$ cat config.mk
export PLATFORM = sky130hd
export DESIGN_NAME = drop_timer
export DESIGN_NICKNAME = d
export VERILOG_FILES = /design/src/rtl/drop_timer.sv
export SDC_FILE = /design/constraint.sdc
export NUM_CORES = 1
export LEC_CHECK = 0
export BUFFER_PORTS_ARGS = -buffer_cell sky130_fd_sc_hd__buf_2
export CORE_ASPECT_RATIO = 0.75
export CORE_MARGIN = 3
export CORE_UTILIZATION = 48
export CTS_BUF_LIST = sky130_fd_sc_hd__clkbuf_8
export DETAILED_ROUTE_END_ITERATION = 12
export GPL_TIMING_DRIVEN = 1
export PLACE_DENSITY = 0.75
export SLEW_MARGIN = 25
export SYNTH_ARGS = -nofsm -noshare
export SYNTH_HDL_FRONTEND = slang
export SYNTH_SLANG_ARGS = --single-unit
$ cat constraint.sdc
create_clock -name clk100m -period 4.49 [get_ports clk100m]
set_input_delay 0.2245 -clock clk100m [delete_from_list [all_inputs] [get_ports clk100m]]
set_output_delay 0.2245 -clock clk100m [all_outputs]
set_load 0.01 [all_outputs]
$ cat src/rtl/drop_timer.sv
// drop_timer: consumer end of the gravity tick path.
// Counts tick_in pulses against a level-dependent interval, runs a fast
// cycle counter for soft-drop, and hands one-row drop requests to the
// game-control FSM over a req/ack handshake. A drop that falls due while a
// request is still pending is discarded and reported on overrun.
module drop_timer #(
  parameter int BASE_TICKS  = 4,
  parameter int MIN_TICKS   = 1,
  parameter int SOFT_CYCLES = 5000000
) (
  input  logic       clk100m,
  input  logic       rst_n,
  input  logic       tick_in,
  input  logic       enable,
  input  logic [3:0] level,
  input  logic       soft_drop,
  input  logic       restart,
  output logic       drop_req,
  input  logic       drop_ack,
  output logic       overrun
);

  typedef enum logic [1:0] {
    ST_IDLE  = 2'd0,
    ST_COUNT = 2'd1,
    ST_REQ   = 2'd2
  } state_e;

  localparam logic signed [4:0] BASE_S    = 5'(BASE_TICKS);
  localparam logic signed [4:0] MIN_S     = 5'(MIN_TICKS);
  localparam logic [22:0]       SOFT_LAST = 23'(SOFT_CYCLES - 1);

  state_e      state_q, state_d;
  logic [3:0]  tick_cnt_q, tick_cnt_d;
  logic [22:0] soft_cnt_q, soft_cnt_d;
  logic        drop_req_q, drop_req_d;
  logic        overrun_q, overrun_d;

  logic signed [4:0] n_raw_s;
  logic signed [4:0] n_s;
  logic [4:0]        n_u_s;
  logic [4:0]        tick_next_s;
  logic              tick_due_s;
  logic              soft_due_s;
  logic              due_s;

  // Interval and due detection; signed so high levels clamp to the floor.
  always_comb begin
    n_raw_s = BASE_S - $signed({1'b0, level});
    if (n_raw_s < MIN_S) begin
      n_s = MIN_S;
    end else begin
      n_s = n_raw_s;
    end
    n_u_s       = n_s;
    tick_next_s = {1'b0, tick_cnt_q} + 5'd1;
    // >= (not ==) so a level raise past the current count fires on the next tick
    tick_due_s  = tick_in & (tick_next_s >= n_u_s);
    soft_due_s  = soft_drop & (soft_cnt_q == SOFT_LAST);
    due_s       = tick_due_s | soft_due_s;
  end

  // Next-state, counter and output computation.
  always_comb begin
    state_d    = state_q;
    tick_cnt_d = tick_cnt_q;
    soft_cnt_d = soft_cnt_q;
    drop_req_d = drop_req_q;
    overrun_d  = 1'b0;
    if (!enable) begin
      // parked: also withdraws any pending request
      state_d    = ST_IDLE;
      tick_cnt_d = 4'd0;
      soft_cnt_d = 23'd0;
      drop_req_d = 1'b0;
    end else begin
      case (state_q)
        ST_IDLE: begin
          state_d    = ST_COUNT;
          tick_cnt_d = 4'd0;
          soft_cnt_d = 23'd0;
          drop_req_d = 1'b0;
        end
        ST_COUNT, ST_REQ: begin
          if (restart) begin
            // new piece: forget accumulated time and any pending request
            state_d    = ST_COUNT;
            tick_cnt_d = 4'd0;
            soft_cnt_d = 23'd0;
            drop_req_d = 1'b0;
          end else begin
            if (tick_due_s) begin
              tick_cnt_d = 4'd0;
            end else if (tick_in) begin
              tick_cnt_d = tick_next_s[3:0];
            end else begin
              tick_cnt_d = tick_cnt_q;
            end
            if (!soft_drop || soft_due_s) begin
              soft_cnt_d = 23'd0;
            end else begin
              soft_cnt_d = soft_cnt_q + 23'd1;
            end
            if (state_q == ST_COUNT) begin
              if (due_s) begin
                state_d    = ST_REQ;
                drop_req_d = 1'b1;
              end else begin
                state_d    = ST_COUNT;
                drop_req_d = 1'b0;
              end
            end else begin
              if (drop_ack && !due_s) begin
                state_d    = ST_COUNT;
                drop_req_d = 1'b0;
              end else if (due_s) begin
                // ack+due re-arms the request; due alone is lost
                state_d    = ST_REQ;
                drop_req_d = 1'b1;
                overrun_d  = ~drop_ack;
              end else begin
                state_d    = ST_REQ;
                drop_req_d = 1'b1;
              end
            end
          end
        end
        default: begin
          state_d    = ST_IDLE;
          tick_cnt_d = 4'd0;
          soft_cnt_d = 23'd0;
          drop_req_d = 1'b0;
        end
      endcase
    end
  end

  // State, counter and output registers.
  always_ff @(posedge clk100m or negedge rst_n) begin
    if (!rst_n) begin
      state_q    <= ST_IDLE;
      tick_cnt_q <= 4'd0;
      soft_cnt_q <= 23'd0;
      drop_req_q <= 1'b0;
      overrun_q  <= 1'b0;
    end else begin
      state_q    <= state_d;
      tick_cnt_q <= tick_cnt_d;
      soft_cnt_q <= soft_cnt_d;
      drop_req_q <= drop_req_d;
      overrun_q  <= overrun_d;
    end
  end

  assign drop_req = drop_req_q;
  assign overrun  = overrun_q;

endmodule
After elaboration in Yosys (flattened, before gate mapping)
Cells that the tools add are included.
{ "totals": {"reg_bits": 31, "in_bits": 11, "output_inout_bits": 2, "wordCells": 52} }
{ "op_classes": {"add_sub_neg": 3, "magnitude_cmp": 2, "n_eq_ne": 4, "n_mux": 28, "bitwise_logic": 4, "reduce_logical": 6} }
{ "op_table": {"columns": ["cell", "count"], "rows": [
  ["23-bit 2-to-1 mux", 4],
  ["23-bit by 1-bit adder with 23-bit output (second input constant)", 1],
  ["23-bit equality test (second input constant)", 1],
  ["4-bit 2-to-1 mux", 5],
  ["1-bit 2-to-1 mux", 12],
  ["2-bit 2-to-1 mux", 5],
  ["4-bit by 1-bit adder with 5-bit output (second input constant)", 1],
  ["5-bit greater-or-equal comparator", 1],
  ["5-bit by 2-bit < comparator with 1-bit output (second input constant)", 1],
  ["5-bit 2-to-1 mux", 1],
  ["5-bit inequality test (second input constant)", 1],
  ["3-bit by 4-bit subtractor with 5-bit output (first input constant)", 1],
  ["2-bit one-hot mux with 2 select lines", 1],
  ["1-bit bitwise AND", 2],
  ["2-bit by 1-bit equality test with 1-bit output (second input constant)", 1],
  ["2-bit equality test (second input constant)", 1],
  ["1-bit logical NOT", 2],
  ["2-bit logical NOT", 1],
  ["2-bit OR reduction", 1],
  ["1-bit logical AND", 1],
  ["1-bit logical OR", 1],
  ["1-bit inverter", 1],
  ["1-bit OR", 1]
]} }

Depth between registers and ports, before layout
Gate-level depths: netlist of the first run.
{ "depth": {"depth_word": 13, "ltp_mapped": 13, "ltp_nobuf": 13} }

Worst setup path after synthesis of the first run
No wires, ideal clock.
{ "synth_timing": {"path_kind": "in2reg", "start": "in level[1]", "end": "reg state_q[0]", "setup_ns": 0.064, "t_arrival_ns": 2.508, "required_ns": 4.426, "slack_ns": 1.918, "stages": 13, "n_path_buf": 0, "path_cell_list": "inv_1 > ha_1 > and3_1 > nor2_1 > nor4_1 > ha_1 > or2_2 > ha_1 > nor2b_1 > o21ai_0 > a41oi_1 > a21boi_1 > a31o_2"} }
{ "synth_via": {"elab_chain_len": 13, "elab_cells_between_ends": 14, "classes_between": "add/sub (1); order compare (2); mux (7); bitwise (2); reduce/logical (2)"} }
{ "synth_lines": {"columns": ["element", "line", "source"], "rows": [
  ["from (decl)", "15", "input logic [3:0] level,"],
  ["3-bit by 4-bit subtractor with 5-bit output *", "49", "n_raw_s = BASE_S - $signed({1'b0, level});"],
  ["5-bit by 2-bit < comparator with 1-bit output", "50", "if (n_raw_s < MIN_S) begin"],
  ["5-bit 2-to-1 mux *", "50", null],
  ["5-bit greater-or-equal comparator *", "58", "tick_due_s = tick_in & (tick_next_s >= n_u_s);"],
  ["1-bit bitwise AND *", "58", null],
  ["1-bit OR *", "60", "due_s = tick_due_s | soft_due_s;"],
  ["1-bit logical NOT", "113", "if (drop_ack && !due_s) begin"],
  ["1-bit logical AND", "113", null],
  ["2-bit 2-to-1 mux", "113", null],
  ["2-bit 2-to-1 mux *", "104", "if (state_q == ST_COUNT) begin"],
  ["2-bit 2-to-1 mux *", "85", "if (restart) begin"],
  ["2-bit one-hot mux with 2 select lines *", "77", "case (state_q)"],
  ["2-bit 2-to-1 mux *", "70", "if (!enable) begin"],
  ["via state_d[0]", "33", "state_e state_q, state_d;"],
  ["to (signal assigned)", "147", "state_q <= state_d;"],
  ["to (decl)", "33", null]
]} }
The timed path passes the listed nets; every way through them passes the cells marked *.
A chain may end at the register's enable or synchronous reset.

Worst setup path after layout of the first run
{ "layout_timing": {"start": "in level[0]", "end": "reg state_q[0]"} }
Same word-level chain as after synthesis.

==> summary.txt, run 1 <==
Clk sink count = 31
Starting Density = 53.1%
Final wirelength = 3430 µm
Seq pwr share = 45.3%
Max cap viols = 0
Wire per inst = 12.9 µm
GRT Util Overall = 16.3%
Yosys top cell by area = dfrtp_1
Nets@finish = 237
Worst r2r path cells = 9
Diodes inserted = 0
Status = complete, no violations
Clk_lat worst skew = 0.29 ns
Placement Rows = 18
Vert. Die Dim = 59.8 µm
Share of layout cells above drive strength 1 = 14.0%
Worst Path Max Fanout = 4
Clk pin slew, worst setup/hold paths = 0.06 ns
Combinational share of power = 10.5%
Yosys reg bits = 31
CTS tree = done
Avg Inst Size Synth = 9.41 µm²
CP endpoint kind = flip-flop
Post-synth EDFFs = 0
Power consumption = 0.000639 W
Die X = 77.8 µm
Main synth FF type = dfrtp_1
First-pass GRT wire length = 5870 µm
Most used cell, CP = ha_1
Yosys top cell area share = 41.8%
Final core utilization = 59.7%
Routability congestion estimate = 0.799
GRT overflow = 0
RSZ-0062 raised after global routing = false
Met1 Use GR = 22.7%
Yosys warning total = 0
Post-Syn Area = 0.00185 mm²
CP delay by family, top = compound AO/OA/AOI/OAI gates
Clock power share = 44.2%
Tightest Pin Transition = 0.961 ns
Hold path depth = 3
Area of the core = 0.00349 mm²
Met2 usage = 24.1%
Final setup vio count = 0
Worst-path cell chain = buf_2, inv_1, ha_1, and3_1, nor2_1, nor4_1, ha_1, or2_2, ha_1, nor2b_1, o21ai_0, a41oi_1, a21boi_1, a31o_2
GR Util met3 = 4.07%
Slowest-stage cell, CP = a21boi_1
DR iter-0 viols = 82
Internal power = 0.000491 W
Max VDD drop = 0.000261 V
Final period utilization = 60.3%
Area grow syn2layout = 12.4%
HPWL after DPL = 2520 µm
Crit Path Category = input pin to flip-flop
Sw frac = 23.2%
Setup TNS = 0 ns
Max_slew headroom = 35.7%
Yosys cell types = 36
TritonCTS Buffers = 5
Slew Viols, Final = 0
I/O Buffers = 12
Final std cells w/o fill = 265
Hold crit path type = input pin to flip-flop
IO Count = 13
Fin crit period = 2.71 ns
CTS H-tree depth = 2
Top cells by area, synth = dfrtp_1 42%, ha_1 8.1%, xor2_1 7.1%
Detailed-route via count = 1420
Post-CTS resize count = 0
Leak = 0.949 nW
Dpl cells = 256
Worst Skew = 0.00436 ns
Psw = 0.000148 W
Post-DR vias/cell = 5.36
CP required = 4.72 ns
Die Area = 0.00465 mm²
Drt pass-1 iters = 4
Synth top cells by count = 31 x dfrtp_1, 31 x nor2_1, 15 x xor2_1
Max Clock Freq = 369 MHz
Syn Nets = 220
Critical Path Source Type = input pin
Most Used Layer, Global Route = met2
Power Dens Cells = 306 mW/mm²
Seq/Total Area, Yosys = 41.8%
Final hold violation count = 0
WP buf/inv = 2
Worst path max stage delay = 0.38 ns
Antenna violations before repair = 0
Vias in the first global route = 1312
WP depth = 14
Largest net degree at the start of global routing = 32
Synth Instances = 197
# DRC = 0
CTS Buffer Depth = 2
Root Buffer = clkbuf_8
Final ANT Viol Nets = 0
Ys async rst share = 100%
Arr. time, crit path = 2.94 ns
-- path summary, 6_finish.rpt --
| path | startpoint | to | slack, ns |
|---|---|---|---|
| max | level[0] | state_q[0] | 1.78 |
| min | drop_ack | overrun | 0.24 |
| max reg2reg | tick_cnt_q[0] | state_q[0] | 1.90 |
| min reg2reg | tick_cnt_q[1] | tick_cnt_q[1] | 0.53 |
| max in group asynchronous | rst_n | soft_cnt_q[12] | 3.56 |
| min in group asynchronous | rst_n | soft_cnt_q[22] | 0.50 |
-- worst register-to-register path, cell delays in order (launching register included) --
cell      delay, ns
dfrtp_1        0.43
ha_1           0.25
nor2b_1        0.15
or2_2          0.28
ha_1           0.31
a21oi_1        0.13
o21ai_0        0.15
a41oi_1        0.25
a21boi_1       0.38
a31o_2         0.21
-- placed cells by master, fill, tap and decap left out, types with 2 or more instances in the layout --
cell and count:
nor2_1 31, dfrtp_1 31, xor2_1 15, nand3_1 14
inv_1 12, nand2_1 12, ha_1 12, buf_2 12
and3_1 8, xnor2_1 8, nand4_1 6, clkbuf_8 6
o21ai_0 5, a21oi_1 5, or2_2 4, nand2b_1 3
nor2b_1 3, o2111ai_1 3, nor4_1 2, or3_1 2
nor4b_1 2, and2_1 2
-- power by group through the flow --
stage	registers, W	clock network (W)	logic [W]
final	0.000289	0.000282	0.0000673
after global routing	0.000290	0.000302	0.0000764
after CTS	0.000289	0.000288	0.0000684
after detailed placement	0.000294	0	0.0000671
after global placement	0.000295	0	0.0000652
after floorplan	0.000294	0	0.0000451
-- layer usage --
metal  vias to the layer above  part of all wire (%)
met5                         -                     0
met4                         0                   1.3
met3                         7                   2.5
met2                        13                    43
met1                       684                    54
li1                        716                     -
-- metrics by stage --
step	hold WS (ns)	area [µm²]	worst slack, ns
2_1_floorplan	-0.0711	1850	1.92
3_3_place_gp	0.301	1960	1.63
3_5_place_dp	0.297	1960	1.52
4_1_cts	0.231	2080	1.81
5_1_grt	0.258	2080	1.59
6_report	0.238	2080	1.78
-- timing repair --
action,CTS,global route
buffers inserted,0,0
hold endpoints to repair,26,0
hold buffers,1,0
-- layout make-up --
class	count	area (µm²)
Fill cell	290	1410
Multi-Input combinational cell	151	1010
Sequential cell	31	776
Clock buffer	6	82.6
Timing Repair Buffer	13	70.1
Tap cell	50	62.6
Inverter	12	45.0
Clock inverter	2	35.0
-- sequential cells by signal (all words and copies together) (netlist names) --
| register | flops |
|---|---|
| overrun | 1 |
| soft_cnt_q | 23 |
| drop_req | 1 |
| state_q | 2 |
| tick_cnt_q | 4 |
-- cell families after synthesis --
group	count (synthesis)	share of synthesized area [%]
buffers and inverters	15	3.51
AND/OR/NAND/NOR	95	27.7
XOR/XNOR	23	10.9
flip-flops	31	41.8
AO/OA/AOI/OAI	21	8.03
adder cells (fa/ha/maj)	12	8.10
No activity file was read; power rests on OpenSTA's default activity.
==> run 2, diff against run 1 <==
==> constraint.sdc (replaced) <==
create_clock -name clk100m -period 2.5 [get_ports clk100m]
set_input_delay 0.125 -clock clk100m [delete_from_list [all_inputs] [get_ports clk100m]]
set_output_delay 0.125 -clock clk100m [all_outputs]
set_load 0.01 [all_outputs]
==> run 2 against run 1 <==
Compared with the run above: non-clock buffer count increased by 6; critical endpoint unchanged; clock-buffer cell count increased by 1; register-to-register slack got worse by 1.7 ns; sequential share of layout area shrank 0.85 points; largest cell class unchanged; setup slack lost 1.7 ns.
==> summary.txt, run 2 (same netlist as run 1, synthesis figures left out) <==
CTS tree = done
Final wirelength = 3480 µm
Hold crit path type = input pin to flip-flop
Clk pin slew, worst setup/hold paths = 0.06 ns
Hold path startpoint = drop_ack
Final setup vio count = 0
Nets@finish = 243
WL met2 = 1430 µm
Final period utilization = 95.1%
Max Clock Freq = 421 MHz
Tightest Pin Transition = 0.677 ns
Biggest register = soft_cnt_q
HPWL after DPL = 2580 µm
Critical path launch point = level[0]
Psw = 0.000262 W
Commonest cells after routing, fill and taps aside = 31 x nor2_1, 31 x dfrtp_1, 15 x xor2_1, 14 x nand3_1, 13 x inv_1
Worst Path Max Fanout = 4
Drt pass-1 iters = 4
Clk sink count = 31
GRT Util Overall = 17.2%
Area of the core = 0.00349 mm²
Die Area = 0.00465 mm²
Power Dens Cells = 506 mW/mm²
Final ANT Viol Nets = 0
DR iter-0 viols = 55
Final hold violation count = 0
Max cap viols = 0
Arr. time, crit path = 2.55 ns
Largest register FFs = 23
CTS H-tree depth = 2
Die X = 77.8 µm
Routability congestion estimate = 0.799
Share of layout cells above drive strength 1 = 17.2%
Diodes inserted = 0
Post-DR vias/cell = 5.14
IO Count = 13
First-pass GRT wire length = 6340 µm
Status = complete, no violations
Leak = 0.982 nW
Root Buffer = clkbuf_8
Max_slew headroom = 54.8%
Critical Path Source Type = input pin
CP required = 2.67 ns
Final std cells w/o fill = 271
CTS Buffer Depth = 2
Clock power share = 39.2%
Uppermost layer routed = met4
R2r startpoint = tick_cnt_q[1]
Dpl cells = 262
Area grow syn2layout = 15.0%
Combinational share of power = 12.6%
Met3 routed WL = 85 µm
Placement Rows = 18
Antenna violations before repair = 0
GRT overflow = 0
# DRC = 0
Detailed-route via count = 1393
Vias in the first global route = 1309
Crit Path Category = input pin to flip-flop
Fin crit period = 2.38 ns
Internal power = 0.000817 W
Setup TNS = 0 ns
TritonCTS Buffers = 5
Final hold slack = 0.158 ns
Clk_lat worst skew = 0.27 ns
Largest net degree at the start of global routing = 32
Worst Skew = 0.00275 ns
Largest regs = soft_cnt_q x23, tick_cnt_q x4, state_q x2
I/O Buffers = 12
Sw frac = 24.3%
Wire per inst = 12.9 µm
Starting Density = 53.1%
Met1 WL = 1960 µm
Vert. Die Dim = 59.8 µm
Seq pwr share = 48.1%
Max VDD drop = 0.000640 V
CP endpoint kind = flip-flop
Slew Viols, Final = 0
## run 2: changes by cell type in the layout (fill, tap and decap cells not counted), sizes merged
cell	previous run	this run
buf	12	18
inv	12	13
clkinv	1	0
clkbuf	6	7
bufinv	1	0
## run 2: area by class of cell
| cell class | instances | area (µm²) |
|---|---|---|
| multi-input combinational | 151 | 1030 |
| tap | 50 | 62.6 |
| timing repair buffer | 19 | 115 |
| clock inverter | 1 | 3.75 |
| inverter | 12 | 45.0 |
| clock buffer | 7 | 96.3 |
| sequential | 31 | 776 |
| fill | 301 | 1360 |
## run 2: critical path, cell delays in order
cell,delay [ns]
buf_2,0.09
inv_1,0.04
ha_1,0.21
and3_1,0.19
nor2_1,0.13
nor4_2,0.05
ha_1,0.32
or2_2,0.30
ha_1,0.28
nor2b_1,0.04
o21ai_1,0.22
a41oi_1,0.15
a21boi_4,0.17
a31o_2,0.24
## run 2: per-stage QoR
stage | area, µm² | utilization, % | total power (W) | setup WS [ns]
floorplan | 1850 | - | 0.000609 | 0.0271
global placement | 2000 | 57.3 | 0.000656 | -0.196
detailed placement | 2000 | 57.3 | 0.000658 | -0.318
CTS | 2120 | 60.6 | 0.00109 | 0.0670
global route | 2130 | 61.1 | 0.00114 | -0.00244
finish | 2130 | 61.1 | 0.00108 | 0.123
## run 2: timing repair
item                                   4_1_cts  5_1_grt
hold buffers                                 1        0
pin swaps                                    0        1
endpoints found under the hold margin       31        0
setup endpoints to repair                    2        7
cloned                                       0        0
setup buffers                                0        0
gates resized for setup                      1        4
## run 2: final timing paths
kind	to	slack, ns	depth (start not counted)
worst max-delay path	state_q[0]	0.12	14
worst min-delay path	overrun	0.16	3
worst max register to register	state_q[0]	0.21	9
worst min register to register	tick_cnt_q[1]	0.52	2
max in group asynchronous	soft_cnt_q[5]	1.64	2
min in group asynchronous	soft_cnt_q[9]	0.43	2
## run 2: metal layers
layer	global-route usage (%)	up-vias
li1	-	725
met1	26.5	655
met2	24.1	11
met3	4.97	2
met4	2.28	0
met5	0	-
## run 2: power groups by stage
| stage | Clock (W) | Sequential (W) | Combinational, W |
|---|---|---|---|
| 2_1_floorplan | 0 | 0.000528 | 0.0000811 |
| 3_3_place_gp | 0 | 0.000529 | 0.000127 |
| 3_5_place_dp | 0 | 0.000528 | 0.000130 |
| 4_1_cts | 0.000434 | 0.000519 | 0.000132 |
| 5_1_grt | 0.000460 | 0.000521 | 0.000156 |
| 6_report | 0.000423 | 0.000520 | 0.000136 |
